### src/rtl/run_ctrl_pkg.sv
// Shared types and default constants for the CPU run controller.
// The FSM encoding lives here so benches and debug tooling decode dbg_state identically.
package run_ctrl_pkg;

    typedef enum logic [2:0] {
        ST_IDLE = 3'd0,
        ST_HOLD = 3'd1,
        ST_RUN  = 3'd2,
        ST_DONE = 3'd3,
        ST_TOUT = 3'd4
    } run_state_e;

    localparam int DEF_N_CH       = 1;
    localparam int DEF_CNT_W      = 32;
    localparam int DEF_RST_CYCLES = 2;
    localparam int DEF_MAX_CYCLES = 2500;
    localparam int DEF_HALT_ALL   = 1;

    localparam int HOLD_W = 8;

    // Keeps the hold counter load inside its legal 1..255 window.
    function automatic logic [HOLD_W-1:0] hold_load(input int cycles);
        if (cycles < 1) begin
            return HOLD_W'(1);
        end
        if (cycles > ((1 << HOLD_W) - 1)) begin
            return HOLD_W'((1 << HOLD_W) - 1);
        end
        return HOLD_W'(cycles);
    endfunction

endpackage

### src/rtl/popcount_n.sv
// Combinational population count of an N-bit vector.
module popcount_n #(
    parameter int N = 1,
    parameter int W = $clog2(N + 1)
) (
    input  logic [N-1:0] bits,
    output logic [W-1:0] count
);

    always_comb begin
        count = '0;
        for (int i = 0; i < N; i++) begin
            count = count + W'(bits[i]);
        end
    end

endmodule

### src/rtl/run_controller.sv
// Sequences a CPU through reset hold, a budgeted run and a sticky end state,
// counting run cycles and retired instructions across all harts.
module run_controller
    import run_ctrl_pkg::*;
#(
    parameter int N_CH       = DEF_N_CH,
    parameter int CNT_W      = DEF_CNT_W,
    parameter int RST_CYCLES = DEF_RST_CYCLES,
    parameter int MAX_CYCLES = DEF_MAX_CYCLES,
    parameter int HALT_ALL   = DEF_HALT_ALL
) (
    input  logic             clk,
    input  logic             reset_n,
    input  logic             start,
    input  logic [N_CH-1:0]  halt_req,
    input  logic [N_CH-1:0]  retire,
    output logic             cpu_reset,
    output logic             running,
    output logic             done,
    output logic             timeout,
    output logic [N_CH-1:0]  halt_mask,
    output logic [CNT_W-1:0] cycle_count,
    output logic [CNT_W-1:0] retire_count,
    output run_state_e       dbg_state
);

    localparam int PC_W  = $clog2(N_CH + 1);
    localparam int SUM_W = ((CNT_W > PC_W) ? CNT_W : PC_W) + 1;

    localparam logic [CNT_W-1:0]  CNT_MAX   = {CNT_W{1'b1}};
    localparam logic [CNT_W-1:0]  BUDGET    = CNT_W'(MAX_CYCLES);
    localparam logic [HOLD_W-1:0] HOLD_LOAD = hold_load(RST_CYCLES);

    run_state_e        state;
    run_state_e        next_state;
    logic [HOLD_W-1:0] hold_cnt;
    logic [HOLD_W-1:0] hold_d;

    logic              cpu_reset_d;
    logic              running_d;
    logic              done_d;
    logic              timeout_d;
    logic [N_CH-1:0]   halt_mask_d;
    logic [CNT_W-1:0]  cycle_d;
    logic [CNT_W-1:0]  retire_d;

    logic [N_CH-1:0]   halt_now;
    logic              end_met;
    logic              budget_hit;
    logic [CNT_W-1:0]  cycle_inc;
    logic [CNT_W-1:0]  retire_inc;
    logic [PC_W-1:0]   retire_pop;
    logic [SUM_W-1:0]  retire_sum;

    popcount_n #(
        .N (N_CH),
        .W (PC_W)
    ) u_retire_pop (
        .bits  (retire),
        .count (retire_pop)
    );

    // The current cycle's halt requests count toward the end condition immediately.
    assign halt_now   = halt_mask | halt_req;
    assign end_met    = (HALT_ALL != 0) ? (&halt_now) : (|halt_now);

    assign cycle_inc  = (cycle_count == CNT_MAX) ? CNT_MAX : (cycle_count + 1'b1);
    assign retire_sum = SUM_W'(retire_count) + SUM_W'(retire_pop);
    assign retire_inc = (retire_sum > SUM_W'(CNT_MAX)) ? CNT_MAX : retire_sum[CNT_W-1:0];
    assign budget_hit = (cycle_inc >= BUDGET);

    assign dbg_state  = state;

    always_ff @(posedge clk or negedge reset_n) begin
        if (!reset_n) begin
            state        <= ST_IDLE;
            hold_cnt     <= '0;
            cpu_reset    <= 1'b1;
            running      <= 1'b0;
            done         <= 1'b0;
            timeout      <= 1'b0;
            halt_mask    <= '0;
            cycle_count  <= '0;
            retire_count <= '0;
        end else begin
            state        <= next_state;
            hold_cnt     <= hold_d;
            cpu_reset    <= cpu_reset_d;
            running      <= running_d;
            done         <= done_d;
            timeout      <= timeout_d;
            halt_mask    <= halt_mask_d;
            cycle_count  <= cycle_d;
            retire_count <= retire_d;
        end
    end

    // Halt completion wins over budget exhaustion when both land on the same cycle.
    always_comb begin
        next_state = state;
        case (state)
            ST_IDLE: begin
                if (start) begin
                    next_state = ST_HOLD;
                end
            end
            ST_HOLD: begin
                if (hold_cnt <= HOLD_W'(1)) begin
                    next_state = ST_RUN;
                end
            end
            ST_RUN: begin
                if (end_met) begin
                    next_state = ST_DONE;
                end else if (budget_hit) begin
                    next_state = ST_TOUT;
                end
            end
            ST_DONE, ST_TOUT: begin
                if (start) begin
                    next_state = ST_HOLD;
                end
            end
            default: begin
                next_state = ST_IDLE;
            end
        endcase
    end

    // Next values for the registered outputs; anything not touched holds.
    always_comb begin
        hold_d      = hold_cnt;
        cpu_reset_d = (next_state != ST_RUN);
        running_d   = (next_state == ST_RUN);
        done_d      = done;
        timeout_d   = timeout;
        halt_mask_d = halt_mask;
        cycle_d     = cycle_count;
        retire_d    = retire_count;

        case (state)
            ST_IDLE, ST_DONE, ST_TOUT: begin
                if (start) begin
                    hold_d      = HOLD_LOAD;
                    done_d      = 1'b0;
                    timeout_d   = 1'b0;
                    halt_mask_d = '0;
                    cycle_d     = '0;
                    retire_d    = '0;
                end
            end
            ST_HOLD: begin
                if (hold_cnt != '0) begin
                    hold_d = hold_cnt - 1'b1;
                end
            end
            ST_RUN: begin
                cycle_d     = cycle_inc;
                retire_d    = retire_inc;
                halt_mask_d = halt_now;
                if (end_met) begin
                    done_d = 1'b1;
                end else if (budget_hit) begin
                    timeout_d = 1'b1;
                end
            end
            default: begin
                hold_d = '0;
            end
        endcase
    end

    a_flags_exclusive : assert property (@(posedge clk) disable iff (!reset_n)
        !(done && timeout));
    a_running_in_run  : assert property (@(posedge clk) disable iff (!reset_n)
        running == (state == ST_RUN));
    a_reset_vs_run    : assert property (@(posedge clk) disable iff (!reset_n)
        cpu_reset == !running);

endmodule

### config.mk
export PLATFORM = sky130hd
export DESIGN_NAME = run_controller
export DESIGN_NICKNAME = d
export VERILOG_FILES = /design/src/rtl/run_ctrl_pkg.sv /design/src/rtl/popcount_n.sv /design/src/rtl/run_controller.sv
export SDC_FILE = /design/constraint.sdc
export NUM_CORES = 1
export LEC_CHECK = 0
export ABC_AREA = 1
export CAP_MARGIN = 20
export CORE_MARGIN = 2
export CORE_UTILIZATION = 45
export CTS_CLUSTER_DIAMETER = 40
export CTS_CLUSTER_SIZE = 8
export DETAILED_ROUTE_END_ITERATION = 16
export GPL_ROUTABILITY_DRIVEN = 0
export PLACE_DENSITY = 0.68
export SETUP_SLACK_MARGIN = 0.02
export SYNTH_ARGS = -nofsm -noshare
export SYNTH_HDL_FRONTEND = slang
export SYNTH_SLANG_ARGS = --single-unit
### constraint.sdc
create_clock -name clk -period 3 [get_ports clk]
set_input_delay 0.6 -clock clk [delete_from_list [all_inputs] [get_ports clk]]
set_output_delay 0.6 -clock clk [all_outputs]
set_load 0.01 [all_outputs]
==> run_results.csv <==
group,metric,value,unit
status,outcome,"finished, final reports clean",
worst_setup_path,critical_path.slowest_cell,"clkdlybuf4s50_1",
global_route,grt_max_degree,81,
sta,drv_slew,0,
drt,via_per_inst,5.21,
sta,worst_slack,0.359,ns
global_route,overflow,0,
sta,whs,0.196,ns
worst_setup_path,cp.required,3.23,ns
floorplanning,initial_core_util,46.5,%
job,cap_violations,0,
synthesis,ys_seq_area_share,37.6,%
synthesis,synth.top_cell.area_share,37.1,%
global_route,grt_pass1_vias,5183,
placed_design,dpl_worst_slack,0.0357,ns
floorplanning,die_h,113,um
synthesis,netlist_top_cells_area,"dfrtp_1, nand2_1, inv_1",
synthesis,synthArstFlopShare,100,%
synthesis,yosys.area.top_type,"dfrtp_1",
worst_setup_path,rr_startpoint,"cycle_count[1]$_DFFE_PN0P_",
clock_network,cts_resized,0,
pwr,net-switching-power,1240,uW
floorplanning,core,0.0115,mm2
clock_network,clock-root-buffer,"clkbuf_16",
pwr,p_per_area,531,mW/mm2
worst_setup_path,worstReg2RegEnd,"running$_DFF_PN0_",
worst_setup_path,max_stage_delay,0.46,ns
sta,relSlewSlack,60.0,%
clock_network,cts-htree-levels,3,
synthesis,synthCells,795,
worst_setup_path,crit_family,"simple AND/OR/NAND/NOR gates",
synthesis,synth_fp_nets,806,
pwr,ir_drop,0.393,mV
clock_network,clk_latency,0.34,ns
drt,drc,0,
global_route,grtUsageTotal,23.7,%
pwr,combPwrFrac,29.1,%
pwr,p_clk_share,35.0,%
sta,fin_crit,2.64,ns
pwr,p_sw_share,35.1,%
synthesis,synth.avg_cell_area,6.70,um2
sta,finalSetupViolCount,0,
pwr,cellLeakagePower,0.00303,uW
pwr,p_int,2300,uW
placed_design,io_buffers,76,
drt,ant_nets,0,
synthesis,ys_ff_latch,80,
synthesis,synth_flop_cell,"dfrtp_1",
floorplanning,rows,39,
synthesis,yosysMostFrequentCell,"nand2_1",
drt,wl_per_cell,14.1,um
floorplanning,die_area,0.0127,mm2
worst_setup_path,path_depth,14,
clock_network,cts_tree,"done",
worst_setup_path,cp_max_fo,4,
sta,rsz0062_at_grt,"false",
sta,max_freq,0.379,GHz
synthesis,synth_commonest_cells,"nand2_1, inv_1, nor2_1",
worst_setup_path,rrSetupSlack,0.44,ns
worst_setup_path,crit_path_end_kind,"flop",
finish,area_growth,25.0,%
worst_setup_path,cp-start-kind,"input port",
synthesis,synth_edf_count,0,
worst_setup_path,worstRegToRegCells,15,
sta,worst_slew_pin_slew,0.600,ns
clock_network,clkSinkCount,80,
finish,antenna_cells,0,
sta,finalHoldViolCount,0,
finish,final_nets,891,
worst_setup_path,crit_path_cell_trace,"clkdlybuf4s50_1 > ha_1 > ha_1 > nand3_1 > nor2_1 > inv_1 > nor2_1 > nand2_1 > nor2_2 > nand2_1 > buf_4 > xor2_1 > a21oi_1 > a21o_1",
worst_setup_path,worstSetupPathType,"in2reg",
global_route,antenna_found_initial,0,
placed_design,place_hpwl,10.4,mm
global_route,grt_pass1_wl,24.7,mm
finish,drive_gt1_share,8.02,%
synthesis,syn_area,0.00533,mm2
clock_network,clockBufferDepth,2,
min_path,hp-class,"in2async",
worst_setup_path,setup.worst_path.start,"retire",
drt,drtIter0Drc,310,
worst_setup_path,worst-endpoint-arrival,2.88,ns
pwr,seqPwrFrac,35.9,%
worst_setup_path,endpoint,"retire_count[24]$_DFFE_PN0P_",
floorplanning,die_w,113,um
drt,vias,5361,
drt,dr.pass1.iters,5,
worst_setup_path,cp_num_buf_inv,3,
synthesis,ys_types,35,
sta,setup_tns,0,ns
clock_network,cts.clk_slew.worst_paths,0.06,ns
clock_network,post_cts_buffers,0,
sta,post-route-period-util,88.0,%
drt,routed_wl,14.5,mm
floorplanning,pin_count,77,
synthesis,yosysWarnings,0,
clock_network,cts_hold_buf,0,
sta,finClkSkew,0.00530,ns
clock_network,cts_inserted_buffers,9,
[per-stage QoR]
stage                     power [uW]  cells  area, um2  util, %
final                           3540   1028       6660     58.1
after detailed placement        2310   1011       6300     55.0
after CTS                       3550   1027       6630     57.9
after global placement          2280   1011       6300     55.0
after global routing            3750   1028       6660     58.1
after floorplan                 1930    795       5330        -
[cell usage in the layout (no fill, tap or decap), types with 2 or more instances in the layout]
master / instances
nand4_1: 11
clkinv_2: 2
a21o_1: 6
bufinv_16: 2
nor4_1: 2
xor2_1: 23
nor3_2: 4
or2_2: 2
nand3_1: 58
o21ai_1: 4
inv_2: 2
nor3_1: 10
nand3_2: 2
ha_1: 6
clkdlybuf4s50_1: 75
clkbuf_8: 2
nand2_2: 7
dfrtp_1: 79
a21oi_1: 23
buf_4: 15
o22ai_1: 5
clkbuf_16: 9
nand2_1: 238
nor2_1: 95
o21ai_0: 73
nor2_2: 11
nor2_4: 6
inv_1: 100
nand2_4: 3
[worst reg2reg max path, delay by kind of cell, from the launching register on]
family	cells	cell delay, ns
and+or+nand+nor	13	1.50
AOI/OAI and AO/OA	1	0.28
adders and majority gates	1	0.27
DFF	1	0.41
[cell type report]
class,instances,area [um2]
fillers,1086,4810
multi-input cells,595,2870
flip-flops and latches,80,2000
repair buffers,91,891
inverters,103,387
clock buffers,11,253
well taps,143,179
clock inverters,5,78.8
[power by group through the flow]
stage | Clock [uW] | Sequential (uW) | Combinational, uW
final | 1240 | 1270 | 1030
after global routing | 1290 | 1280 | 1170
after CTS | 1250 | 1270 | 1030
after detailed placement | 0 | 1290 | 1020
after global placement | 0 | 1280 | 998
after floorplan | 0 | 1300 | 628
[worst min path at each step]
| stage | depth (start not counted) | end | slack, ns |
|---|---|---|---|
| 2_1_floorplan | 0 | cycle_count[0]$_DFFE_PN0P_ | 0.30 |
| 3_3_place_gp | 2 | timeout$_DFFE_PN0P_ | 0.46 |
| 3_5_place_dp | 2 | timeout$_DFFE_PN0P_ | 0.46 |
| 4_1_cts | 2 | timeout$_DFFE_PN0P_ | 0.48 |
| 5_1_grt | 1 | hold_cnt[7]$_DFFE_PN0P_ | 0.24 |
| 6_report | 1 | cycle_count[18]$_DFFE_PN0P_ | 0.20 |
[logic make-up after synthesis]
family,share of synthesized area [%]
buffers and inverters,8.66
AOI/OAI and AO/OA,11.4
and+or+nand+nor,37.0
DFF,37.6
xor gates and xnor gates,3.94
adders and majority gates,1.41
[layer usage]
| metal | GRT usage (%) | routed length, um | up-vias |
|---|---|---|---|
| met3 | 3.75 | 785 | 29 |
| met4 | 8.54 | 327 | 0 |
| met1 | 31.9 | 6670 | 2465 |
| met5 | 0 | 0 | - |
| met2 | 38.8 | 6710 | 182 |
| li1 | - | - | 2685 |
[sequential cells by signal (all words and copies together), names as in the netlist]
name and cells:
timeout 1, halt_mask 1, dbg_state 3, done 1, retire_count 32, hold_cnt 8
running 1, cycle_count 32, cpu_reset 1
No activity file was read; power rests on OpenSTA's default activity.
==> patch 1: new RTL, config.mk and constraints unchanged <==
Register the output `retire_count` once more; this adds one clock of latency there. The other outputs are not delayed to match.
--- a/src/rtl/run_controller.sv
+++ b/src/rtl/run_controller.sv
@@ -32,2 +32,4 @@
     localparam logic [HOLD_W-1:0] HOLD_LOAD = hold_load(RST_CYCLES);
+
+    logic [CNT_W-1:0] retire_count_s0;
 
@@ -67,3 +69,3 @@
     assign cycle_inc  = (cycle_count == CNT_MAX) ? CNT_MAX : (cycle_count + 1'b1);
-    assign retire_sum = SUM_W'(retire_count) + SUM_W'(retire_pop);
+    assign retire_sum = SUM_W'(retire_count_s0) + SUM_W'(retire_pop);
     assign retire_inc = (retire_sum > SUM_W'(CNT_MAX)) ? CNT_MAX : retire_sum[CNT_W-1:0];
@@ -83,3 +85,3 @@
             cycle_count  <= '0;
-            retire_count <= '0;
+            retire_count_s0 <= '0;
         end else begin
@@ -93,3 +95,3 @@
             cycle_count  <= cycle_d;
-            retire_count <= retire_d;
+            retire_count_s0 <= retire_d;
         end
@@ -138,3 +140,3 @@
         cycle_d     = cycle_count;
-        retire_d    = retire_count;
+        retire_d    = retire_count_s0;
 
@@ -179,2 +181,6 @@
 
+    always_ff @(posedge clk) begin
+        retire_count <= retire_count_s0;
+    end
+
 endmodule
Function: changed (a bounded check fails within 10 cycles, from zero or initial values and one cycle with reset_n low).
==> patch 1 against the original RTL <==
Wire length shrank 0.77%. Via count grew 0.21%. Largest cell class unchanged. Sequential cell count grew 32. Die area grew 11%. Sequential power grew 35%. Sequential share of layout area grew 6.5 points. Synthesized area grew 11%. Clock power is essentially flat. Utilization shrank 1.2 points. Critical path type is now reg -> reg. Worst setup slack lost 38 ps. Total power grew 11%. Cell count grew 4.3%. Final area grew 8.7%.
==> patch 1: results (changes against the original RTL) <==
* Post-synthesis compound-gate area fraction at 9.92% (-1.5 points)
* Post-synthesis xor/xnor area fraction at 4.29% (+0.34 points)
* Crit path DAT at 2970 ps (+90 ps)
* Fill cell count at 1217 (+12%)
* First DRT Iteration DRCs at 398 (+28%)
* TritonRoute pass-1 iters at 7 (+2)
* Clock Latency Late Sink at 360 ps (+20 ps)
* CP max FO at 20 (+16)
* Register Area at 2640 µm² (+32%)
* Setup Skew at 9.18 ps (+3.88 ps)
* HPWL after DPL at 10500 µm (+1.2%)
* Post-CTS Hold Buffers at 0 (unchanged)
* Internal at 2660 µW (+16%)
* Pin count of the biggest net entering global routing at 47 (-42%)
* Status: complete, no violations
* Nets at 906 (+1.7%)
* Commonest cells in the synthesized netlist: nand2_1, inv_1, nor2_1
* Vias per cell at 5.01 (-3.9%)
* Fraction of layout cells with a size suffix above 1 at 7.33% (-0.69 points)
* Sequential-to-total area share from yosys stat at 44.6% (+7.0 points)
* Slowest CP cell: dfrtp_1
* First-pass GRT wire length at 24400 µm (-1.0%)
* Final wirelength at 14400 µm (-0.77%)
* Port Buffers at 76 (unchanged)
* Number of distinct library cells after synthesis at 39 (+11%)
* Peak VDD IR at 0.500 mV (+27%)
* Root buffer cell: clkbuf_16
* Synth Net Count at 824 (+2.2%)
* Vias in the first global route at 5043 (-2.7%)
* Leak Pwr at 0.00324 µW (+6.7%)
* Post-synth ARST share at 71.4% (-29 points)
* Max incr delay on CP at 410 ps (-50 ps)
* Largest regs: cycle_count: 32 flops, retire_count: 32 flops, retire_count_s0: 32 flops
[patch 1: changes by cell type after synthesis, moves of 4 or more]
cell	unedited run	this run
a21oi_1	23	14
dfxtp_1	0	32
inv_1	100	91
nor2_1	95	90
o21ai_0	73	81
o22ai_1	5	1
xor2_1	23	28
[patch 1: metal layers]
layer / share of wire [%] / up-vias / GRT usage (%) / wire [µm]
li1: - / 2758 / - / -
met1: 50 / 2451 / 31.0 / 7160
met2: 44 / 147 / 31.5 / 6270
met3: 5.2 / 16 / 3.38 / 743
met4: 1.4 / 0 / 8.63 / 207
met5: 0 / - / 0 / 0
[patch 1: metrics by stage]
| stage | power, µW | instance area (µm²) | hold WS [ps] | setup WS (ps) | cells |
|---|---|---|---|---|---|
| final | 3910 | 7240 | 250 | 321 | 1072 |
| after global routing | 4160 | 7240 | 297 | 23.1 | 1072 |
| after CTS | 3960 | 7240 | 270 | 333 | 1072 |
| after detailed placement | 2710 | 6930 | 388 | 4.29 | 1056 |
| after global placement | 2700 | 6930 | 389 | 72.4 | 1056 |
| after floorplan | 2320 | 5930 | 304 | 665 | 813 |
[patch 1: path summary, 6_finish.rpt]
path	from	endpoint	slack, ps	cells after the start
min in group clk	retire_count_s0[12]$_DFFE_PN0P_	retire_count[12]$_DFF_P_	410	0
setup / recovery	cycle_count[1]$_DFFE_PN0P_	running$_DFF_PN0_	320	13
hold reg to reg	retire_count_s0[12]$_DFFE_PN0P_	retire_count[12]$_DFF_P_	410	0
max in group asynchronous	reset_n	cpu_reset$_DFF_PN1_	2010	2
hold / removal	reset_n	retire_count_s0[1]$_DFFE_PN0P_	250	1
setup reg to reg	cycle_count[1]$_DFFE_PN0P_	running$_DFF_PN0_	320	13
[patch 1: worst reg2reg max path, stage by stage (launching register included)]
cell,delay [ps]
dfrtp_1,410
ha_1,260
nand2_2,120
nor2_4,180
nand2_4,110
nor2_8,190
nand2_2,280
nand4_2,190
nand2_1,60
nor2_1,140
o21ai_1,150
o21ai_0,310
nand3_1,130
nor2_2,90
[patch 1: cells by family (layout without fill, tap and decap cells)]
family                     count (synthesis)  in the layout
xor gates and xnor gates                  29             29
AOI/OAI and AO/OA                        111            111
adders and majority gates                  6              6
and+or+nand+nor                          442            442
DFF                                      112            112
buffers and inverters                    113            200
[patch 1: cell type report]
cell class              instances  area share (%)
inverters                      96            4.98
well taps                     172            2.97
flip-flops and latches        112            36.5
multi-input cells             588            39.4
repair buffers                 88            11.9
clock inverters                 3           0.657
clock buffers                  13            3.60
[patch 1: power by group through the flow]
stage	clock (µW)	sequential, µW	combinational (µW)
after floorplan	0	1750	571
after global placement	0	1740	963
after detailed placement	0	1740	975
after CTS	1270	1710	980
after global routing	1340	1720	1100
final	1240	1710	967
==> patch 2: new RTL, config.mk and constraints unchanged <==
Without the edit above. Change the package constant `DEF_CNT_W` from 32 to 24.
--- a/src/rtl/run_ctrl_pkg.sv
+++ b/src/rtl/run_ctrl_pkg.sv
@@ -13,3 +13,3 @@
     localparam int DEF_N_CH       = 1;
-    localparam int DEF_CNT_W      = 32;
+    localparam int DEF_CNT_W      = 24;
     localparam int DEF_RST_CYCLES = 2;
Interface: changed (resized cycle_count and retire_count); port bits go from 77 to 61. No check against the original RTL was run, so the function may have changed too.
==> patch 2 against the original RTL <==
First-iteration DRC count shrank 20%. Clock power decreased by 33%. Final area is 23% lower. Clock skew increased by 6.0 ps. Highest routed layer unchanged. Critical endpoint is now retire_count[22]$_DFFE_PN0P_. Synthesized area is 22% lower. Total power shrank 24%. Wire length decreased by 24%. Worst setup slack worse by 31 ps. Sequential cell count decreased by 16. Largest power group unchanged. Largest cell class unchanged.
==> patch 2: results (changes against the original RTL) <==
* First DRT Iteration DRCs at 249 (-20%)
* Synth Net Count at 597 (-26%)
* Sequential-to-total area share from yosys stat at 38.3% (+0.74 points)
* Number of distinct library cells after synthesis at 38 (+8.6%)
* Port Buffers at 60 (-21%)
* Total GRT Usage at 22.5% (-1.1 points)
* Worst Tran Pin Value at 984 ps (+384 ps)
* Status: complete, no violations
* R2R Setup Slk at 560 ps (+120 ps)
* Vias per cell at 5.28 (+1.2%)
* Nets at 666 (-25%)
* CP max FO at 3 (-1)
* Wirelength per Cell at 14.2 µm (+0.58%)
* Dpl ws at 29.1 ps (-6.59 ps)
* Largest cells by area after synthesis: dfrtp_1, nand2_1, inv_1, nand3_1, o21ai_0
* Worst r2r path cells at 14 (-1)
* Vias in the first global route at 3889 (-25%)
* Commonest cells in the synthesized netlist: nand2_1, inv_1, dfrtp_1
* Worst reg2reg startpoint: dbg_state[1]$_DFF_PN0_
* Leak Pwr at 0.00240 µW (-21%)
* Setup bufs post-CTS at 0 (unchanged)
* HPWL after DPL at 7820 µm (-25%)
* First-pass GRT wire length at 18000 µm (-27%)
* Mean Syn Cell Area at 7.13 µm² (+6.3%)
* Final wirelength at 10900 µm (-24%)
* Placed cells at 756 (-25%)
* Reg2Reg Capture Point: hold_cnt[7]$_DFFE_PN0P_
* Peak VDD IR at 0.214 mV (-46%)
* Pin count of the biggest net entering global routing at 34 (-58%)
==> patch 2: worst min path at each step <==
stage / slack (ps) / endpoint / depth (start not counted)
floorplan: 300 / cycle_count[0]$_DFFE_PN0P_ / 0
global placement: 470 / timeout$_DFFE_PN0P_ / 2
detailed placement: 470 / timeout$_DFFE_PN0P_ / 2
CTS: 280 / cycle_count[8]$_DFFE_PN0P_ / 1
global route: 280 / cycle_count[8]$_DFFE_PN0P_ / 1
finish: 250 / cycle_count[8]$_DFFE_PN0P_ / 1
==> patch 2: kinds of logic (layout without fill, tap and decap cells) <==
logic type	Yosys count	in the layout	synth area share [%]
AO/OA/AOI/OAI	98	98	12.5
AND/OR/NAND/NOR	318	318	36.8
flip-flops	64	64	38.3
XOR/XNOR	13	13	2.72
buffers and inverters	89	163	8.20
adder cells (fa/ha/maj)	5	5	1.50
==> patch 2: per-stage QoR <==
step / hold slack (ps) / area [µm²] / total power (µW) / utilization, %
2_1_floorplan: 304 / 4180 / 1560 / -
3_3_place_gp: 473 / 4930 / 1850 / 54.2
3_5_place_dp: 470 / 4930 / 1870 / 54.2
4_1_cts: 278 / 5150 / 2700 / 56.5
5_1_grt: 285 / 5150 / 2850 / 56.5
6_report: 253 / 5150 / 2680 / 56.5
==> patch 2: power by group <==
group          leakage, µW  total, µW  switching, µW  internal, µW
sequential        0.000876       1040           76.4           963
combinational      0.00142        816            531           285
clock             0.000108        827            336           491
==> patch 2: layout make-up <==
cell class / count / area [µm²]
clock inverters: 3 / 65.1
multi-input cells: 434 / 2240
flip-flops and latches: 64 / 1600
fillers: 872 / 3960
clock buffers: 13 / 149
well taps: 111 / 139
repair buffers: 69 / 663
inverters: 78 / 293
==> patch 2: routing by layer <==
layer  part of all wire [%]  GRT usage [%]
met5                      0              0
met4                    2.0           8.85
met3                    4.7           2.99
met2                     48           37.6
met1                     45           29.7
